<file path="config.mk">
export PLATFORM = sky130hd
export DESIGN_NAME = pipe_hazard_ctrl
export DESIGN_NICKNAME = d
export VERILOG_FILES = /design/src/rtl/pipe_hazard_ctrl_pkg.sv /design/src/rtl/hz_perf_cnt.sv /design/src/rtl/pipe_hazard_ctrl_chk.sv /design/src/rtl/pipe_hazard_ctrl.sv
export SDC_FILE = /design/constraint.sdc
export NUM_CORES = 1
export LEC_CHECK = 0
export ABC_AREA = 1
export CORE_MARGIN = 2
export CORE_UTILIZATION = 35
export CTS_CLUSTER_DIAMETER = 200
export DETAILED_ROUTE_END_ITERATION = 6
export SLEW_MARGIN = 20
export SYNTH_ARGS = -nofsm -noshare
export SYNTH_HDL_FRONTEND = slang
export SYNTH_SLANG_ARGS = --single-unit
</file>
<file path="constraint.sdc">
create_clock -name i_clk -period 3.66 [get_ports i_clk]
set_clock_uncertainty 0.1 [all_clocks]
set_input_delay 1.098 -clock i_clk [delete_from_list [all_inputs] [get_ports i_clk]]
set_output_delay 1.098 -clock i_clk [all_outputs]
set_load 0.05 [all_outputs]
</file>
<file path="src/rtl/pipe_hazard_ctrl_pkg.sv">
// Shared configuration for the pipeline hazard sequencer: widths and FSM encodings.
package pipe_hazard_ctrl_pkg;

    localparam int HZ_CPU_WIDTH = 64;
    localparam int HZ_REG_ADDRW = 5;
    localparam int HZ_CNT_W     = 32;

    typedef enum logic [1:0] {
        HZ_RUN      = 2'd0,
        HZ_MEM_WAIT = 2'd1
    } hz_state_e;

endpackage

</file>
<file path="src/rtl/hz_perf_cnt.sv">
// Wrapping, enabled performance counter with asynchronous active-low reset.
module hz_perf_cnt
    import pipe_hazard_ctrl_pkg::*;
#(
    parameter int W = HZ_CNT_W
) (
    input  logic         i_clk,
    input  logic         i_rst_n,
    input  logic         i_en,
    output logic [W-1:0] o_cnt
);

    logic [W-1:0] cnt_r;

    // Count enabled cycles; natural overflow gives the modulo wrap.
    always_ff @(posedge i_clk or negedge i_rst_n) begin
        if (!i_rst_n) begin
            cnt_r <= {W{1'b0}};
        end else if (i_en) begin
            cnt_r <= cnt_r + {{(W-1){1'b0}}, 1'b1};
        end else begin
            cnt_r <= cnt_r;
        end
    end

    assign o_cnt = cnt_r;

endmodule

</file>
<file path="src/rtl/pipe_hazard_ctrl_chk.sv">
// Protocol checker: a new EX redirect must never arrive while one is still pending.
module pipe_hazard_ctrl_chk (
    input logic i_clk,
    input logic i_rst_n,
    input logic i_ex_redirect,
    input logic i_pend_v
);

    // EX is frozen while a redirect is held, so a second pulse means upstream misbehaved.
    always @(posedge i_clk) begin
        if (i_rst_n) begin
            assert (!(i_ex_redirect && i_pend_v));
        end
    end

endmodule

</file>
<file path="src/rtl/pipe_hazard_ctrl.sv">
// Central pipeline sequencer: load-use bubbles, memory-wait stalls, branch redirects
// (held across a memory stall) and stall/flush performance counters.
module pipe_hazard_ctrl
    import pipe_hazard_ctrl_pkg::*;
#(
    parameter int CPU_WIDTH = HZ_CPU_WIDTH,
    parameter int REG_ADDRW = HZ_REG_ADDRW,
    parameter int CNT_W     = HZ_CNT_W
) (
    input  logic                 i_clk,
    input  logic                 i_rst_n,
    input  logic                 i_id_valid,
    input  logic [REG_ADDRW-1:0] i_id_rs1id,
    input  logic                 i_id_rs1en,
    input  logic [REG_ADDRW-1:0] i_id_rs2id,
    input  logic                 i_id_rs2en,
    input  logic                 i_ex_valid,
    input  logic [REG_ADDRW-1:0] i_ex_rdid,
    input  logic                 i_ex_rdwen,
    input  logic                 i_ex_lden,
    input  logic                 i_ex_redirect,
    input  logic [CPU_WIDTH-1:0] i_ex_redirect_pc,
    input  logic                 i_mem_req,
    input  logic                 i_mem_ack,
    output logic                 o_pc_stall,
    output logic                 o_ifid_stall,
    output logic                 o_ifid_flush,
    output logic                 o_idex_bubble,
    output logic                 o_exmem_stall,
    output logic                 o_redirect_valid,
    output logic [CPU_WIDTH-1:0] o_redirect_pc,
    output logic [CNT_W-1:0]     o_stall_cnt,
    output logic [CNT_W-1:0]     o_flush_cnt,
    output logic [1:0]           o_state
);

    hz_state_e            state_r;
    hz_state_e            state_nxt_s;
    logic                 pend_v_r;
    logic [CPU_WIDTH-1:0] pend_pc_r;

    logic                 mem_stall_s;
    logic                 rs1_hit_s;
    logic                 rs2_hit_s;
    logic                 load_use_s;
    logic                 redir_s;
    logic [CPU_WIDTH-1:0] target_s;

    logic                 pc_stall_s;
    logic                 ifid_stall_s;
    logic                 ifid_flush_s;
    logic                 idex_bubble_s;
    logic                 exmem_stall_s;
    logic                 redir_valid_s;
    logic [CPU_WIDTH-1:0] redir_pc_s;

    // A same-cycle ack is a hit and never stalls; MEM_WAIT only listens to the ack.
    assign mem_stall_s = ((state_r == HZ_RUN) & i_mem_req & ~i_mem_ack) |
                         ((state_r == HZ_MEM_WAIT) & ~i_mem_ack);

    assign rs1_hit_s  = i_id_rs1en & (i_id_rs1id == i_ex_rdid);
    assign rs2_hit_s  = i_id_rs2en & (i_id_rs2id == i_ex_rdid);
    assign load_use_s = i_id_valid & i_ex_valid & i_ex_lden & i_ex_rdwen &
                        (i_ex_rdid != {REG_ADDRW{1'b0}}) & (rs1_hit_s | rs2_hit_s);

    assign redir_s  = i_ex_redirect | pend_v_r;
    assign target_s = pend_v_r ? pend_pc_r : i_ex_redirect_pc;

    // State register.
    always_ff @(posedge i_clk or negedge i_rst_n) begin
        if (!i_rst_n) begin
            state_r <= HZ_RUN;
        end else begin
            state_r <= state_nxt_s;
        end
    end

    // Next-state logic for the data-memory wait FSM.
    always_comb begin
        state_nxt_s = state_r;
        case (state_r)
            HZ_RUN: begin
                if (i_mem_req && !i_mem_ack) begin
                    state_nxt_s = HZ_MEM_WAIT;
                end else begin
                    state_nxt_s = HZ_RUN;
                end
            end
            HZ_MEM_WAIT: begin
                if (i_mem_ack) begin
                    state_nxt_s = HZ_RUN;
                end else begin
                    state_nxt_s = HZ_MEM_WAIT;
                end
            end
            default: state_nxt_s = HZ_RUN;
        endcase
    end

    // Prioritised control outputs; a redirect wins over load-use because the user is flushed.
    always_comb begin
        pc_stall_s    = 1'b0;
        ifid_stall_s  = 1'b0;
        ifid_flush_s  = 1'b0;
        idex_bubble_s = 1'b0;
        exmem_stall_s = 1'b0;
        redir_valid_s = 1'b0;
        redir_pc_s    = {CPU_WIDTH{1'b0}};
        if (!i_rst_n) begin
            pc_stall_s = 1'b0;
        end else if (mem_stall_s) begin
            pc_stall_s    = 1'b1;
            ifid_stall_s  = 1'b1;
            exmem_stall_s = 1'b1;
        end else if (redir_s) begin
            redir_valid_s = 1'b1;
            redir_pc_s    = target_s;
            ifid_flush_s  = 1'b1;
            idex_bubble_s = 1'b1;
        end else if (load_use_s) begin
            pc_stall_s    = 1'b1;
            ifid_stall_s  = 1'b1;
            idex_bubble_s = 1'b1;
        end else begin
            pc_stall_s = 1'b0;
        end
    end

    // Hold a redirect that lands during a memory stall until the stall releases.
    always_ff @(posedge i_clk or negedge i_rst_n) begin
        if (!i_rst_n) begin
            pend_v_r  <= 1'b0;
            pend_pc_r <= {CPU_WIDTH{1'b0}};
        end else if (mem_stall_s && i_ex_redirect) begin
            pend_v_r  <= 1'b1;
            pend_pc_r <= i_ex_redirect_pc;
        end else if (redir_valid_s) begin
            pend_v_r  <= 1'b0;
            pend_pc_r <= {CPU_WIDTH{1'b0}};
        end else begin
            pend_v_r  <= pend_v_r;
            pend_pc_r <= pend_pc_r;
        end
    end

    hz_perf_cnt #(.W(CNT_W)) u_stall_cnt (
        .i_clk   (i_clk),
        .i_rst_n (i_rst_n),
        .i_en    (pc_stall_s),
        .o_cnt   (o_stall_cnt)
    );

    hz_perf_cnt #(.W(CNT_W)) u_flush_cnt (
        .i_clk   (i_clk),
        .i_rst_n (i_rst_n),
        .i_en    (redir_valid_s),
        .o_cnt   (o_flush_cnt)
    );

    pipe_hazard_ctrl_chk u_chk (
        .i_clk         (i_clk),
        .i_rst_n       (i_rst_n),
        .i_ex_redirect (i_ex_redirect),
        .i_pend_v      (pend_v_r)
    );

    assign o_pc_stall       = pc_stall_s;
    assign o_ifid_stall     = ifid_stall_s;
    assign o_ifid_flush     = ifid_flush_s;
    assign o_idex_bubble    = idex_bubble_s;
    assign o_exmem_stall    = exmem_stall_s;
    assign o_redirect_valid = redir_valid_s;
    assign o_redirect_pc    = redir_pc_s;
    assign o_state          = state_r;

endmodule

</file>
==> impl_metrics.py <==
metrics = {
    "outcome": {
        "outcome": "completed",
    },
    "floorplan": {
        "floorplan.initialDensity": 0.358,
        "ios": 226,
        "die_x_um": 154,
        "coreArea_sq_um": 22000,
        "die_height_um": 154,
        "row_count": 54,
        "die-area_sq_um": 23700,
    },
    "sta": {
        "timing.final.setup_violations": 0,
        "setup_repair_after_global_routing_missed_its_margin": "true",
        "post-route-worst-setup-slack_ns": 0.0582,
        "worst_pin_slew_ns": 0.961,
        "fmax_mhz": 278,
        "maxSlewHeadroom": 0.359,
        "timing_hold_violations_final": 0,
        "layout_worst_path_cycle_share": 0.984,
        "tns_ns": 0,
        "slew_viol_final": 0,
        "fin_hold_ws_ns": 0.401,
        "finalWorstPathRequiredPeriod_ns": 3.60,
    },
    "clocking": {
        "htreeDepth": 4,
        "skew_pair_late_insertion_delay_ns": 0.42,
        "clock_tree.root_cell": "sky130_fd_sc_hd__clkbuf_16",
        "numClockSinks": 130,
        "clk_path_buf_depth": 2,
        "tritoncts": "built",
        "cts_made_buffers": 17,
        "clock_transition_at_the_registers_of_the_reported_paths_ns": 0.06,
    },
    "logic_synthesis": {
        "number_of_enable_flip_flop_cells_after_synthesis": 0,
        "dominantRegCellSynth": "sky130_fd_sc_hd__dfrtp_1",
        "mean_syn_cell_area_sq_um": 6.80,
        "postSynthRegisterBits": 130,
        "synth_sequential_area_ratio": 0.414,
        "yosysWarningCount": 0,
        "synthesis.instances": 1157,
        "postSynthNetCount": 1249,
        "netlist-cell-type-count": 32,
        "syn_area_sq_um": 7870,
        "postSynth.asyncResetShare": 1.00,
    },
    "job": {
        "drv.max_cap_violation_count": 0,
    },
    "grt": {
        "grt_util_all_layers": 0.214,
        "grt_pass1_vias": 7946,
        "grt_overflow": 0,
        "global_route_wire_length_before_repair_um": 40800,
        "grt_start_max_net_pins": 90,
        "grt_antenna_before_repair": 3,
    },
    "setup_path": {
        "crit_path_category": "input port to output pin",
        "cp.required_ns": 2.46,
        "launching_instance_or_port_of_the_critical_path": "i_id_rs1id[3]",
        "end_kind": "output pin",
        "cp-start-kind": "input port",
        "cp_max_fo": 2,
        "reg2reg_from": "o_state[0]",
        "worst-endpoint-arrival_ns": 2.40,
    },
    "placement": {
        "io_buffer_count": 224,
        "hpwlAfterDp_um": 17600,
        "place_worst_setup_slack_ns": -0.198,
        "postPlaceCellArea_sq_um": 11200,
        "gp_congestion": 0.861,
        "placed_cells_incl_taps": 1627,
    },
    "final_layout": {
        "number_of_fill_cells": 2071,
        "multiInputGateArea_sq_um": 3990,
        "drive_gt1_frac": 0.144,
        "final_cell_count_no_fill": 1666,
        "final_common_cell": "sky130_fd_sc_hd__nand2_1",
        "area_growth_syn_to_layout_pct": 52.9,
        "fin_area_sq_um": 12000,
        "layout.nets": 1464,
        "regArea_sq_um": 3260,
        "most-common-layout-cells": "268 x sky130_fd_sc_hd__nand2_1, 159 x sky130_fd_sc_hd__nor2_1, 132 x sky130_fd_sc_hd__clkdlybuf4s50_1, 129 x sky130_fd_sc_hd__inv_1, 129 x sky130_fd_sc_hd__dfrtp_1",
    },
    "route": {
        "routed_wirelength_um": 24400,
        "route.detailed.vias_per_inst": 4.82,
        "vias": 8037,
        "detailedRoute.firstPassIterationCount": 5,
        "final_antenna_net_count": 0,
        "detailedRoute.firstIterationViolations": 454,
        "drt_drc_violations_left": 0,
        "post_drt_wl_per_cell_um": 14.6,
    },
    "power_and_ir_drop": {
        "power.ir.vdd_worst_mv": 0.262,
        "power_density_nw_per_um2": 418,
        "p_leak_nw": 5.59,
    },
    "worst_hold_path": {
        "worstHoldStart": "u_flush_cnt.o_cnt[31]",
        "holdCritPathClass": "flop to flop",
    },
}
state kept, by name, indices dropped and copies added, names as in the netlist:
| register | cells |
|---|---|
| pend_pc_r | 64 |
| u_flush_cnt.o_cnt | 32 |
| u_stall_cnt.o_cnt | 32 |
| o_state | 1 |
| pend_v_r | 1 |
kinds of logic after synthesis:
family          synth area share
simple gates               0.349
fa+ha+maj                0.00318
xor+xnor                  0.0445
compound gates            0.0908
buf+inv                   0.0983
other cells             0.000477
flops                      0.414
repair_timing:
item | in CTS | in global routing
hold buffers | 0 | 0
setup buffers | 2 | 1
setup endpoints to repair | 67 | 14
pin swaps | 12 | 10
gates cloned | 3 | 0
resized for setup | 69 | 9
power breakdown:
group          leakage, nW  internal [mW]  switching [mW]
combinational         3.62          0.607           0.962
sequential            1.70           1.59           0.150
clock                0.274           1.04           0.681
total                 5.59           3.24            1.79
synth_stat cells (13+ instances only):
master,n,area share
sky130_fd_sc_hd__clkbuf_1,27,0.013
sky130_fd_sc_hd__xor2_1,31,0.035
sky130_fd_sc_hd__o21ai_0,71,0.045
sky130_fd_sc_hd__nor3_1,25,0.016
sky130_fd_sc_hd__nor2_1,205,0.098
sky130_fd_sc_hd__dfrtp_1,130,0.41
sky130_fd_sc_hd__inv_1,132,0.063
sky130_fd_sc_hd__nand3b_1,13,0.012
sky130_fd_sc_hd__buf_2,15,0.0095
sky130_fd_sc_hd__nand2_1,270,0.13
sky130_fd_sc_hd__nand3_1,118,0.075
sky130_fd_sc_hd__a21oi_1,64,0.041
layout make-up:
cell class | instances | area share
Antenna cell | 1 | 0.000208
Clock inverter | 12 | 0.0111
Tap cell | 280 | 0.0291
Inverter | 137 | 0.0435
Timing Repair Buffer | 253 | 0.276
Clock buffer | 20 | 0.0380
Multi-Input combinational cell | 833 | 0.332
Sequential cell | 130 | 0.271
worst max-delay path, cell delays in order:
cell,delay [ns]
sky130_fd_sc_hd__clkdlybuf4s50_1,0.48
sky130_fd_sc_hd__nand2_1,0.07
sky130_fd_sc_hd__nand2_1,0.07
sky130_fd_sc_hd__nor2_1,0.04
sky130_fd_sc_hd__nand3_1,0.07
sky130_fd_sc_hd__nand2_2,0.06
sky130_fd_sc_hd__nand3_2,0.08
sky130_fd_sc_hd__nand2_4,0.06
sky130_fd_sc_hd__nand2_4,0.08
sky130_fd_sc_hd__clkinvlp_4,0.13
sky130_fd_sc_hd__buf_12,0.17
worst paths after layout:
kind                                          to  slack (ns)  cells after the start
setup / recovery                    o_ifid_stall        0.06                     11
hold / removal             u_flush_cnt.o_cnt[31]        0.40                      2
setup reg to reg           u_flush_cnt.o_cnt[21]        1.33                     11
hold reg to reg            u_flush_cnt.o_cnt[31]        0.40                      2
max in group asynchronous   u_flush_cnt.o_cnt[0]        1.68                      3
min in group asynchronous  u_stall_cnt.o_cnt[31]        0.57                      2
metrics by stage:
step	utilization	power, mW
floorplan	-	2.62
global placement	0.509	3.27
detailed placement	0.509	3.29
CTS	0.546	5.08
global route	0.548	5.28
finish	0.548	5.03
routing by layer:
layer / global-route usage / up-vias / wire length (um)
met3: 0.0702 / 31 / 2060
li1: - / 4078 / -
met1: 0.282 / 3669 / 10800
met2: 0.335 / 255 / 11100
met5: 0 / - / 24
met4: 0.0672 / 4 / 400
No activity file was read; power rests on OpenSTA's default activity.
